`src/rtl/instr_fetch_unit.sv`:
```
// Instruction fetch unit: owns the PC, captures instr_code into a small prefetch FIFO
// and presents {pc, instr} to decode. Optional macro: FETCH_MISALIGN_TRAP_EN.
module instr_fetch_unit #(
    parameter logic [31:0] RESET_PC = 32'h0000_0000,
    parameter int          DEPTH    = 2,
    parameter logic [31:0] TRAP_PC  = 32'h0000_0100
) (
    input  logic        clk,
    input  logic        reset_n,
    input  logic        fetch_en,
    output logic [31:0] instr_rAddr,
    input  logic [31:0] instr_code,
    input  logic        redirect,
    input  logic [31:0] redirect_pc,
    output logic        out_valid,
    input  logic        out_ready,
    output logic [31:0] out_instr,
`ifdef FETCH_MISALIGN_TRAP_EN
    output logic        misalign_trap,
`endif
    output logic [31:0] out_pc
);

    localparam int PW = (DEPTH > 1) ? $clog2(DEPTH) : 1;
    localparam int CW = $clog2(DEPTH + 1);
    localparam logic [CW-1:0] DEPTH_C = CW'(DEPTH);

    // Handshake: decode takes the head when out_valid & out_ready are both high
    // at a rising edge; out_valid never depends on out_ready.
    logic [31:0]   pc_q, pc_d;
    logic [CW-1:0] count_q, count_d;
    logic [PW-1:0] rd_ptr_q, rd_ptr_d;
    logic [PW-1:0] wr_ptr_q, wr_ptr_d;
    logic [31:0]   mem_pc_q    [DEPTH];
    logic [31:0]   mem_instr_q [DEPTH];
    logic          deq, enq;

    assign instr_rAddr = pc_q;
    assign out_valid   = (count_q != '0);
    assign out_pc      = mem_pc_q[rd_ptr_q];
    assign out_instr   = mem_instr_q[rd_ptr_q];

    assign deq = out_valid & out_ready;
    assign enq = fetch_en & ~redirect & ((count_q < DEPTH_C) | deq);

`ifdef FETCH_MISALIGN_TRAP_EN
    logic trap_q, trap_d;
    assign misalign_trap = trap_q;
`endif

    always_comb begin
        pc_d     = pc_q;
        count_d  = count_q;
        rd_ptr_d = rd_ptr_q;
        wr_ptr_d = wr_ptr_q;
`ifdef FETCH_MISALIGN_TRAP_EN
        trap_d   = 1'b0;
`endif
        if (redirect) begin
            // Flush wins over any concurrent dequeue; the presented head is dropped.
            count_d  = '0;
            rd_ptr_d = '0;
            wr_ptr_d = '0;
`ifdef FETCH_MISALIGN_TRAP_EN
            if (redirect_pc[1:0] != 2'b00) begin
                pc_d   = TRAP_PC;
                trap_d = 1'b1;
            end else begin
                pc_d = redirect_pc;
            end
`else
            pc_d = {redirect_pc[31:2], 2'b00};
`endif
        end else begin
            if (enq) begin
                wr_ptr_d = wr_ptr_q + 1'b1;
                pc_d     = pc_q + 32'd4;
            end
            if (deq) begin
                rd_ptr_d = rd_ptr_q + 1'b1;
            end
            if (enq && !deq) begin
                count_d = count_q + 1'b1;
            end else if (deq && !enq) begin
                count_d = count_q - 1'b1;
            end
        end
    end

    always_ff @(posedge clk) begin
        if (!reset_n) begin
            pc_q     <= RESET_PC;
            count_q  <= '0;
            rd_ptr_q <= '0;
            wr_ptr_q <= '0;
`ifdef FETCH_MISALIGN_TRAP_EN
            trap_q   <= 1'b0;
`endif
            for (int i = 0; i < DEPTH; i++) begin
                mem_pc_q[i]    <= '0;
                mem_instr_q[i] <= '0;
            end
        end else begin
            pc_q     <= pc_d;
            count_q  <= count_d;
            rd_ptr_q <= rd_ptr_d;
            wr_ptr_q <= wr_ptr_d;
`ifdef FETCH_MISALIGN_TRAP_EN
            trap_q   <= trap_d;
`endif
            if (enq) begin
                mem_pc_q[wr_ptr_q]    <= pc_q;
                mem_instr_q[wr_ptr_q] <= instr_code;
            end
        end
    end

endmodule

```
`config.mk`:
```
export PLATFORM = sky130hd
export DESIGN_NAME = instr_fetch_unit
export DESIGN_NICKNAME = d
export VERILOG_FILES = /design/src/rtl/instr_fetch_unit.sv
export SDC_FILE = /design/constraint.sdc
export NUM_CORES = 1
export LEC_CHECK = 0
export CAP_MARGIN = 30
export CORE_MARGIN = 2
export CORE_UTILIZATION = 46
export CTS_BUF_LIST = sky130_fd_sc_hd__clkbuf_16
export DETAILED_ROUTE_END_ITERATION = 16
export PLACE_DENSITY_LB_ADDON = 0.3
export SYNTH_ARGS = -nofsm -noshare
export SYNTH_HDL_FRONTEND = slang
export SYNTH_SLANG_ARGS = --single-unit
```
`constraint.sdc`:
```
create_clock -name clk -period 7.8 [get_ports clk]
set_input_delay 1.95 -clock clk [delete_from_list [all_inputs] [get_ports clk]]
set_output_delay 1.95 -clock clk [all_outputs]
set_load 0.01 [all_outputs]
```
* Yosys cells after proc, flatten, opt, wreduce, memory -nomap -nowiden
Memories as Yosys holds them, arrays and structs flattened. A register that Yosys moved wholly into a read port is not among the register bits. Index checks and enable logic that the tools add are counted.
Word-level totals: flip-flop bits (word level) 36, RAM bits 128, word-level logic and storage cells 47, memories kept 2
Memory list:
- mem_instr_q | depth 2, width 32, rd ports 1, clocked after Yosys merged registers in 1, write ports 2, line 35 | logic [31:0] mem_instr_q [DEPTH];
- mem_pc_q | depth 2, width 32, rd ports 1, clocked after Yosys merged registers in 1, write ports 2, line 34 | logic [31:0] mem_pc_q [DEPTH];
Cells by class: $add $sub $neg 5, order comparisons 1, multiplexer cells 18, bitwise operators 6, reduce and logical (&&, ||, !) cells 10
Operators by type and width (count):
- 32-bit two-way mux | 4
- 32-bit OR reduction | 2
- 32-bit by 3-bit adder with 32-bit output, second input constant | 1
- 1-bit two-way mux | 12
- 2-bit nonzero test | 3
- 2-bit two-way mux | 2
- 1-bit bitwise AND | 3
- 1-bit adder, second input constant | 2
- 2-bit by 1-bit adder with 2-bit output, second input constant | 1
- 1-bit logical AND | 2
- 1-bit logical NOT | 2
- 2-bit < comparator, second input constant | 1
- 1-bit NOT | 2
- 2-bit OR reduction | 1
- 2-bit by 1-bit subtractor with 2-bit output, second input constant | 1
- 1-bit bitwise OR | 1

* Depth between registers and ports, before layout
Gate-level depths: netlist (run 1).
depth after elaboration 9, depth in mapped cells 8, mapped depth without buffers 7

* Least setup slack after synthesis (run 1)
Ideal clock, no wire load.
path type input to register, from input redirect, to memory mem_instr_q[0][0], enable pin, arrival 7136 ps, setup slack 90 ps, cell stages on the path 4, buffers on the path 3, cell sequence buf_2 > clkbuf_1 > clkbuf_1 > o31ai_1
RTL lines:
- from (decl) | line 13 | input logic redirect,
- to (decl) | line 35

==> key figures, run 1 <==
Worst setup path
  • Critical path data arrival time: 2.65 ns
  • Worst Path Max Fanout: 42
  • Critical path's top delay family: buffers and inverters
  • Req. time, crit path: 5.85 ns
  • Crit Path Class: flop to output pin
  • Startpoint class of the critical path: flop
  • Max stage delay cell, worst path: dfxtp_2
  • Setup crit end kind: output pin
  • Crit-path max cell delay: 0.68 ns
  • CP Buf/Inv Count: 2
  • Crit-path cells: buf_4 -> mux2_2 -> clkdlybuf4s50_1

Pwr
  • Max VDD drop: 0.000152 V
  • Power density over the cells: 210 nW/um^2
  • Pleak: 3.57 nW
  • Tot Pwr: 2.06 mW

Drt
  • Vias per inst: 5.50
  • DRT iter0 DRCs: 361
  • Vias: 5,355
  • DRT Wirelength: 17,500 microns
  • Remaining DRCs: 0
  • Post-route ant nets: 0
  • First-pass detailed-route iteration total: 5
  • Routed WL per cell: 18.0 microns

Synth
  • Syn Area/Cell: 12.4 sq um
  • Post-synthesis sequential area ratio: 0.596
  • Post-synth EDFFs: 124
  • Asr flop ratio synth: 0
  • Netlist cell types: 47
  • Number of synthesis warnings: 0
  • Post-synthesis cell area: 7420 sq um
  • Synthesized instance count: 600
  • Top_reg_cell synth: edfxtp_1
  • Yosys reg bits: 159

Clocking
  • TritonCTS clock tree: built
  • Clk pin slew, worst setup/hold paths: 0.06 ns
  • Postcts setup bufs: 0
  • Clk buf depth: 2
  • Clock Latency Late Sink: 0.42 ns
  • CTS Hold Bufs: 0
  • Htree depth: 4
  • CTS resizes: 0
  • CTS sink cnt: 159
  • CTS buffer count: 17
  • Root buf cell: clkbuf_16

Global routing
  • First-pass GRT wire length: 26,600 microns
  • Total gr overflow: 0
  • Initial antenna violation count: 0
  • All-Layer GR Usage: 0.204
  • Largest net degree at the start of global routing: 63
  • Vias in the first global route: 5,200

Placed design
  • DP Area: 9220 sq um
  • Port Buf Inserts: 159
  • Detailed placement HPWL: 11,200 microns
  • GPL Wtd Cong: 0.855

Layout
  • Fillers: 1,218
  • Nets: 816
  • Layout cell share with drive strength beyond 1: 0.139
  • Inserted Diodes: 0
  • Fin util: 0.620
  • Syn-to-layout area delta: 32.1%
  • Cell area after layout: 9810 sq um
  • Most frequent cells in the layout: 159 x clkdlybuf4s50_1, 127 x and2_1, 124 x edfxtp_1, 62 x mux2_2, 34 x dfxtp_1
  • Commonest non-fill, non-tap cell in the layout: clkdlybuf4s50_1

Timing
  • Final hold vios: 0
  • Worst-Margin Slew: 0.940 ns
  • Fin. max-slew vios: 0
  • RSZ-0062 raised after global routing: false
  • Peak Freq: 218 MHz
  • Slew headroom: 0.368
  • Min Clock Period, post-route: 4.60 ns
  • Setup TNS: 0 ns
  • Hold WS: 0.501 ns
  • Setup violators final: 0
  • Period utilization: 0.589
  • Clk_skew: 0.00854 ns

Floorplan
  • Core area: 15,800 sq um
  • Num ports: 166
  • Die area: 17,200 sq um
  • Starting density of the core: 0.469
  • Row cnt: 46
  • Die X: 131 microns
  • Die H: 131 microns

Run status
  • Status: completed

Hold path
  • Min-Delay Path Class: flop to flop

Job
  • Max cap viols: 0
==> routing by layer <==
layer | track usage | share of wire
met4 | 0.0807 | 0.017
met1 | 0.259 | 0.42
met2 | 0.338 | 0.49
met3 | 0.0468 | 0.067
met5 | 0 | 0
==> sequential cells by signal, summed over array words and instances (netlist names), named ones only <==
register and flops:
rd_ptr_q 1, mem_instr_q 64, mem_pc_q 60, wr_ptr_q 1, count_q 2, instr_rAddr 30
==> kinds of logic after synthesis <==
group / Yosys count / share of synthesized area
compound gates: 67 / 0.0610
flops: 159 / 0.596
fa+ha+maj: 2 / 0.00337
buf+inv: 45 / 0.0265
simple gates: 255 / 0.208
other cells: 1 / 0.000505
mux: 62 / 0.0941
xor+xnor: 9 / 0.0106
==> worst register-to-register path, stage by stage, from the launching register on <==
cell,delay [ns]
dfxtp_1,0.33
nand2b_1,0.34
nand2_1,0.39
nor3_2,0.28
nand2b_4,0.76
==> power breakdown <==
group	total, mW	internal, mW	switching [mW]
combinational	0.231	0.130	0.100
clock	0.838	0.524	0.314
sequential	0.993	0.961	0.0319
total	2.06	1.61	0.446
==> Yosys cell counts (all sizes together), types with 4 or more instances <==
cell    number  area, sq um
o211a        4         40.0
and2       127          795
nand2b       6         37.5
and3         8         50.1
dfxtp       35          701
nor2b        5         31.3
clkbuf      34          128
and4         5         43.8
a311oi      11         96.3
nor3        11         55.1
edfxtp     124         3720
nand4       14         93.8
buf         10         65.1
o31ai        4         30.0
mux2        62          698
nand3       12         60.1
nor2        13         48.8
xor2         6         52.6
nor4        11         68.8
a211oi       4         30.0
nand2       20         75.1
a31oi        8         50.1
or3         10         72.6
o21ai       26          130
==> path summary, 6_finish.rpt <==
| check | startpoint | to | slack [ns] | depth (start not counted) |
|---|---|---|---|---|
| hold / removal | rd_ptr_q | flop | 0.50 | 2 |
| setup / recovery | flop | out_pc[19] | 3.20 | 3 |
| hold reg to reg | rd_ptr_q | flop | 0.50 | 2 |
| setup reg to reg | count_q[1] | mem_pc_q[1][29] | 5.29 | 4 |
==> stage by stage <==
step | setup WS [ns] | std cells
finish | 3.20 | 973
global route | 3.06 | 973
detailed placement | 3.14 | 942
floorplan | 0.0902 | 603
global placement | 3.20 | 941
CTS | 3.13 | 973
==> area by class of cell <==
cell class / count / area (sq um) / area share
Clock buffer: 17 / 425 / 0.0434
Timing Repair Buffer: 167 / 1670 / 0.170
Clock inverter: 14 / 164 / 0.0167
Inverter: 1 / 3.75 / 0.000383
Tap cell: 216 / 270 / 0.0276
Sequential cell: 159 / 4430 / 0.451
Multi-Input combinational cell: 399 / 2850 / 0.290
(Power assumes the default switching activity.)
==> run 2: changes to the inputs <==
Settings changed: CORE_UTILIZATION 46 to 47.
Clock period 7.8 ns to 4.36 ns, I/O delays scaled along.
==> key figures, run 2 (same netlist as run 1, synthesis figures left out) <==
Floorplan
  • Starting density of the core: 0.485 (+0.0157)
  • Die H: 130 microns (-1.0%)
  • Die X: 130 microns (-1.0%)
  • Die area: 16,800 sq um (-2.1%)
  • Num ports: 166 (unchanged)
  • Row cnt: 45 (-2.2%)
  • Core area: 15,300 sq um (-3.2%)

Drt
  • DRT iter0 DRCs: 486 (+35%)
  • Remaining DRCs: 0 (unchanged)
  • First-pass detailed-route iteration total: 5 (unchanged)
  • Vias: 5,417 (+1.2%)
  • Routed WL per cell: 18.4 microns (+2.5%)
  • DRT Wirelength: 17,900 microns (+2.5%)
  • Post-route ant nets: 0 (unchanged)
  • Vias per inst: 5.57 (+1.2%)

Worst setup path
  • CP Depth: 3 (unchanged)
  • Critical path's top delay family: buffers and inverters
  • Critical path data arrival time: 2.33 ns (-0.32 ns)
  • CP Buf/Inv Count: 2 (unchanged)
  • Setup crit end kind: output pin
  • Crit Path Class: flop to output pin
  • Startpoint class of the critical path: flop
  • R2R depth: 5 (+1)
  • Worst R2R End: mem_pc_q[1][16]
  • Crit-path cells: buf_12 -> mux2_2 -> clkdlybuf4s50_1
  • Worst Path Max Fanout: 45 (+7.1%)
  • Req. time, crit path: 3.27 ns (-2.58 ns)
  • Crit-path max cell delay: 0.64 ns (-0.04 ns)
  • R2R setup slack: 2.25 ns (-3.04 ns)
  • Max stage delay cell, worst path: dfxtp_2
  • Reg-to-Reg Start: count_q[1]

Clocking
  • TritonCTS clock tree: built
  • Clock Latency Late Sink: 0.41 ns (about the same)
  • CTS sink cnt: 159 (unchanged)
  • Clk pin slew, worst setup/hold paths: 0.06 ns (about the same)
  • Root buf cell: clkbuf_16
  • CTS resizes: 0 (unchanged)
  • Clk buf depth: 2 (unchanged)
  • Htree depth: 4 (unchanged)
  • CTS Hold Bufs: 0 (unchanged)
  • CTS buffer count: 17 (unchanged)
  • Postcts setup bufs: 0 (unchanged)

Layout
  • Nets: 820 (+0.49%)
  • Syn-to-layout area delta: 32.4%
  • Biggest register: mem_instr_q
  • Total area of sequential cells: 4430 sq um (unchanged)
  • Max reg flops: 64 (unchanged)
  • Cell area after layout: 9830 sq um (+0.18%)
  • Most frequent cells in the layout: 159 x clkdlybuf4s50_1, 127 x and2_1, 124 x edfxtp_1, 62 x mux2_2, 34 x dfxtp_1
  • Layout cell share with drive strength beyond 1: 0.143 (+0.00434)
  • Inserted Diodes: 0 (unchanged)
  • Multi-input gate area: 2850 sq um (unchanged)
  • Commonest non-fill, non-tap cell in the layout: clkdlybuf4s50_1
  • Fillers: 1,202 (-1.3%)

Pwr
  • Tot Pwr: 3.63 mW (+76%)
  • Max VDD drop: 0.000266 V (+75%)
  • P_sw: 0.800 mW (+79%)
  • Seq pwr share: 0.489 (+0.007)
  • Power density over the cells: 370 nW/um^2 (+76%)
  • Comb pwr share: 0.116 (+0.004)
  • Pleak: 3.59 nW (+0.54%)
  • Int Pwr: 2.83 mW (+76%)
  • Clk pwr share: 0.395 (-0.012)
  • Switch share: 0.220 (+0.00348)

Timing
  • Period utilization: 0.784
  • Min Clock Period, post-route: 3.42 ns
  • Worst-Margin Slew: 0.920 ns (-0.0203 ns)
  • Final hold vios: 0 (unchanged)
  • Clk_skew: 0.00557 ns (-0.00297 ns)
  • Fin. max-slew vios: 0 (unchanged)
  • Setup TNS: 0 ns (unchanged)
  • Peak Freq: 293 MHz
  • Setup violators final: 0 (unchanged)
  • RSZ-0062 raised after global routing: false
  • Slew headroom: 0.382 (+0.0136)

Hold path
  • Min-Delay Path Class: flop to flop
  • Min-Delay Startpoint: rd_ptr_q
  • Worst hold stages: 2 (unchanged)

Placed design
  • DP Area: 9260 sq um (+0.45%)
  • GPL Wtd Cong: 0.879 (+2.8%)
  • Port Buf Inserts: 159 (unchanged)
  • Detailed placement HPWL: 11,300 microns (+1.5%)

Global routing
  • Vias in the first global route: 5,464 (+5.1%)
  • All-Layer GR Usage: 0.216 (+0.0123)
  • First-pass GRT wire length: 27,700 microns (+4.2%)
  • Largest net degree at the start of global routing: 63 (unchanged)
  • Initial antenna violation count: 0 (unchanged)
  • Total gr overflow: 0 (unchanged)

Job
  • Max cap viols: 0 (unchanged)

Run status
  • Status: completed
run 2: worst max path at each step:
stage / from / endpoint / slack [ns]
finish: flop / out_pc[31] / 0.94
global placement: out_ready / mem_pc_q[0][19] / 1.05
floorplan: out_ready / mem_instr_q[1][0] / 0.42
detailed placement: out_ready / mem_instr_q[1][23] / 0.97
CTS: flop / out_pc[31] / 0.91
global route: flop / out_pc[31] / 0.85
run 2: area by class of cell:
cell class / count / area share
clock buffers: 17 / 0.0433
well taps: 211 / 0.0269
inverters: 1 / 0.000382
repair buffers: 171 / 0.175
flip-flops and latches: 159 / 0.450
clock inverters: 15 / 0.0143
multi-input cells: 399 / 0.290
run 2: power by group through the flow:
stage | Clock [mW] | Combinational (mW) | Sequential (mW)
after global routing | 1.51 | 0.454 | 1.79
after global placement | 0 | 0.415 | 1.80
final | 1.44 | 0.423 | 1.78
after CTS | 1.46 | 0.425 | 1.78
after floorplan | 0 | 0.181 | 1.80
after detailed placement | 0 | 0.422 | 1.81
run 2: routing by layer:
| metal | wire, microns | vias up | track usage | share of wire |
|---|---|---|---|---|
| li1 | - | 2514 | - | - |
| met1 | 7480 | 2655 | 0.268 | 0.42 |
| met2 | 8820 | 215 | 0.365 | 0.49 |
| met3 | 1250 | 33 | 0.0520 | 0.070 |
| met4 | 382 | 0 | 0.0829 | 0.021 |
| met5 | 0 | - | 0 | 0 |
run 2: worst min-delay path: stages, from the launching register on:
cell     delay [ns]
dfxtp_1        0.33
xor2_1         0.08
nor2_1         0.07
run 2: per-stage QoR:
step | hold slack (ns) | instances | util | setup WS [ns]
floorplan | 0.467 | 603 | - | 0.416
global placement | 0.485 | 941 | 0.605 | 1.05
detailed placement | 0.502 | 941 | 0.605 | 0.972
CTS | 0.522 | 973 | 0.642 | 0.912
global route | 0.568 | 973 | 0.642 | 0.851
finish | 0.520 | 973 | 0.642 | 0.943
==> run 3: changes to the inputs <==
Settings changed: CORE_UTILIZATION 47 to 46.
Clock period 4.36 ns to 3.1 ns, I/O delays scaled along.
==> key figures, run 3 (same netlist as run 1, synthesis figures left out) <==
Run status
  • Status: completed

Worst setup path
  • Critical path's top delay family: buffers and inverters
  • Worst Path Max Fanout: 62 (+38%)
  • Crit-path cells: buf_12 -> mux2_2 -> clkdlybuf4s50_1
  • Max stage delay cell, worst path: clkdlybuf4s50_1
  • Critical path data arrival time: 2.01 ns (-0.32 ns)
  • CP Buf/Inv Count: 2 (unchanged)
  • Crit-path max cell delay: 0.51 ns (-0.13 ns)
  • Startpoint class of the critical path: flop
  • Crit Path Class: flop to output pin
  • R2R setup slack: 1.00 ns (-1.25 ns)
  • Setup crit end kind: output pin
  • Req. time, crit path: 2.32 ns (-0.95 ns)

Floorplan
  • Row cnt: 46 (+2.2%)
  • Num ports: 166 (unchanged)
  • Core area: 15,800 sq um (+3.3%)
  • Die area: 17,200 sq um (+2.1%)
  • Die H: 131 microns (+1.0%)
  • Starting density of the core: 0.469 (-0.0157)
  • Die X: 131 microns (+1.0%)

Clocking
  • CTS sink cnt: 159 (unchanged)
  • CTS buffer count: 17 (unchanged)
  • CTS Hold Bufs: 0 (unchanged)
  • TritonCTS clock tree: built
  • Postcts setup bufs: 0 (unchanged)
  • CTS resizes: 0 (unchanged)
  • Htree depth: 4 (unchanged)
  • Clock Latency Late Sink: 0.42 ns (about the same)
  • Root buf cell: clkbuf_16
  • Clk buf depth: 2 (unchanged)
  • Clk pin slew, worst setup/hold paths: 0.06 ns (about the same)

Layout
  • Multi-input gate area: 2850 sq um (unchanged)
  • Fin cells: 985 (+1.2%)
  • Layout cell share with drive strength beyond 1: 0.153 (+0.0104)
  • Most frequent cells in the layout: 159 x clkdlybuf4s50_1, 127 x and2_1, 124 x edfxtp_1, 62 x mux2_2, 34 x dfxtp_1
  • Fillers: 1,243 (+3.4%)
  • Commonest non-fill, non-tap cell in the layout: clkdlybuf4s50_1
  • Nets: 827 (+0.85%)
  • Total area of sequential cells: 4430 sq um (unchanged)
  • Fin util: 0.625 (-0.0170)
  • Syn-to-layout area delta: 33.2%
  • Inserted Diodes: 0 (unchanged)
  • Biggest register: mem_instr_q
  • Max reg flops: 64 (unchanged)

Drt
  • DRT iter0 DRCs: 494 (+1.6%)
  • Vias per inst: 5.45 (-2.2%)
  • Post-route ant nets: 0 (unchanged)
  • First-pass detailed-route iteration total: 5 (unchanged)
  • Remaining DRCs: 0 (unchanged)
  • Vias: 5,365 (-0.96%)
  • DRT Wirelength: 17,800 microns (-0.85%)
  • Routed WL per cell: 18.0 microns (-2.1%)

Job
  • Max cap viols: 0 (unchanged)

Global routing
  • First-pass GRT wire length: 27,500 microns (-0.75%)
  • Largest net degree at the start of global routing: 63 (unchanged)
  • Vias in the first global route: 5,372 (-1.7%)
  • Total gr overflow: 0 (unchanged)
  • All-Layer GR Usage: 0.211 (-0.00456)
  • Initial antenna violation count: 0 (unchanged)

Timing
  • Setup TNS: 0 ns (unchanged)
  • Min Clock Period, post-route: 2.79 ns
  • Final hold vios: 0 (unchanged)
  • Setup violators final: 0 (unchanged)
  • Worst-Margin Slew: 0.877 ns (-0.0429 ns)
  • Period utilization: 0.899
  • Peak Freq: 359 MHz
  • Clk_skew: 0.00509 ns (-0.000480 ns)
  • Fin. max-slew vios: 0 (unchanged)
  • Slew headroom: 0.411 (+0.0288)
  • RSZ-0062 raised after global routing: false

Hold path
  • Min-Delay Path Class: flop to flop

Placed design
  • GPL Wtd Cong: 0.898 (+2.1%)
  • Detailed placement HPWL: 11,500 microns (+1.6%)
  • Port Buf Inserts: 159 (unchanged)
  • Placed Instances: 953 (+1.3%)

Pwr
  • Tot Pwr: 5.08 mW (+40%)
  • Max VDD drop: 0.000380 V (+43%)
  • Power density over the cells: 514 nW/um^2 (+39%)
  • Pleak: 3.59 nW (+0.15%)
-- run 3: cell types whose count changed in the layout (fill, tap and decap cells not counted) --
cell,before,now
bufinv_16,3,2
inv_1,6,2
clkinv_2,4,3
buf_12,3,4
clkinvlp_4,0,3
buf_4,9,15
clkinv_4,0,1
clkinv_1,3,5
-- run 3: layout make-up --
cell class / count / share of cell area
Sequential cell: 159 / 0.448
Clock inverter: 15 / 0.0130
Tap cell: 216 / 0.0273
Clock buffer: 17 / 0.0430
Inverter: 1 / 0.000380
Multi-Input combinational cell: 399 / 0.288
Timing Repair Buffer: 178 / 0.180
-- run 3: final timing paths --
check	start	endpoint	depth (start not counted)
worst min-delay path	rd_ptr_q	rd_ptr_q	2
worst max register to register	instr_rAddr[7]	instr_rAddr[20]	4
worst max-delay path	flop	out_pc[14]	3
worst min register to register	rd_ptr_q	rd_ptr_q	2
-- run 3: report_power, final --
part | internal, mW | switching, mW | total [mW]
Clock | 1.16 | 0.823 | 1.99
Combinational | 0.340 | 0.261 | 0.601
Sequential | 2.42 | 0.0769 | 2.49
-- run 3: routing by layer --
| metal | routed length [microns] | GRT usage | up-vias |
|---|---|---|---|
| li1 | - | - | 2519 |
| met5 | 0 | 0 | - |
| met2 | 8660 | 0.346 | 203 |
| met3 | 1310 | 0.0570 | 23 |
| met4 | 371 | 0.0807 | 0 |
| met1 | 7430 | 0.269 | 2620 |
-- run 3: through the flow --
step | worst slack (ns) | hold WS, ns | area, sq um
4_1_cts | 0.290 | 0.527 | 9890
3_5_place_dp | 0.234 | 0.516 | 9330
3_3_place_gp | 0.264 | 0.478 | 9330
2_1_floorplan | -0.109 | 0.467 | 7480
6_report | 0.314 | 0.532 | 9890
5_1_grt | 0.229 | 0.553 | 9890
-- run 3: worst reg2reg max path, cell delays in order, from the launching register on --
cell,delay (ns)
dfxtp_1,0.50
nand3_1,0.39
or3_4,0.54
or4b_1,0.52
nand3_1,0.10
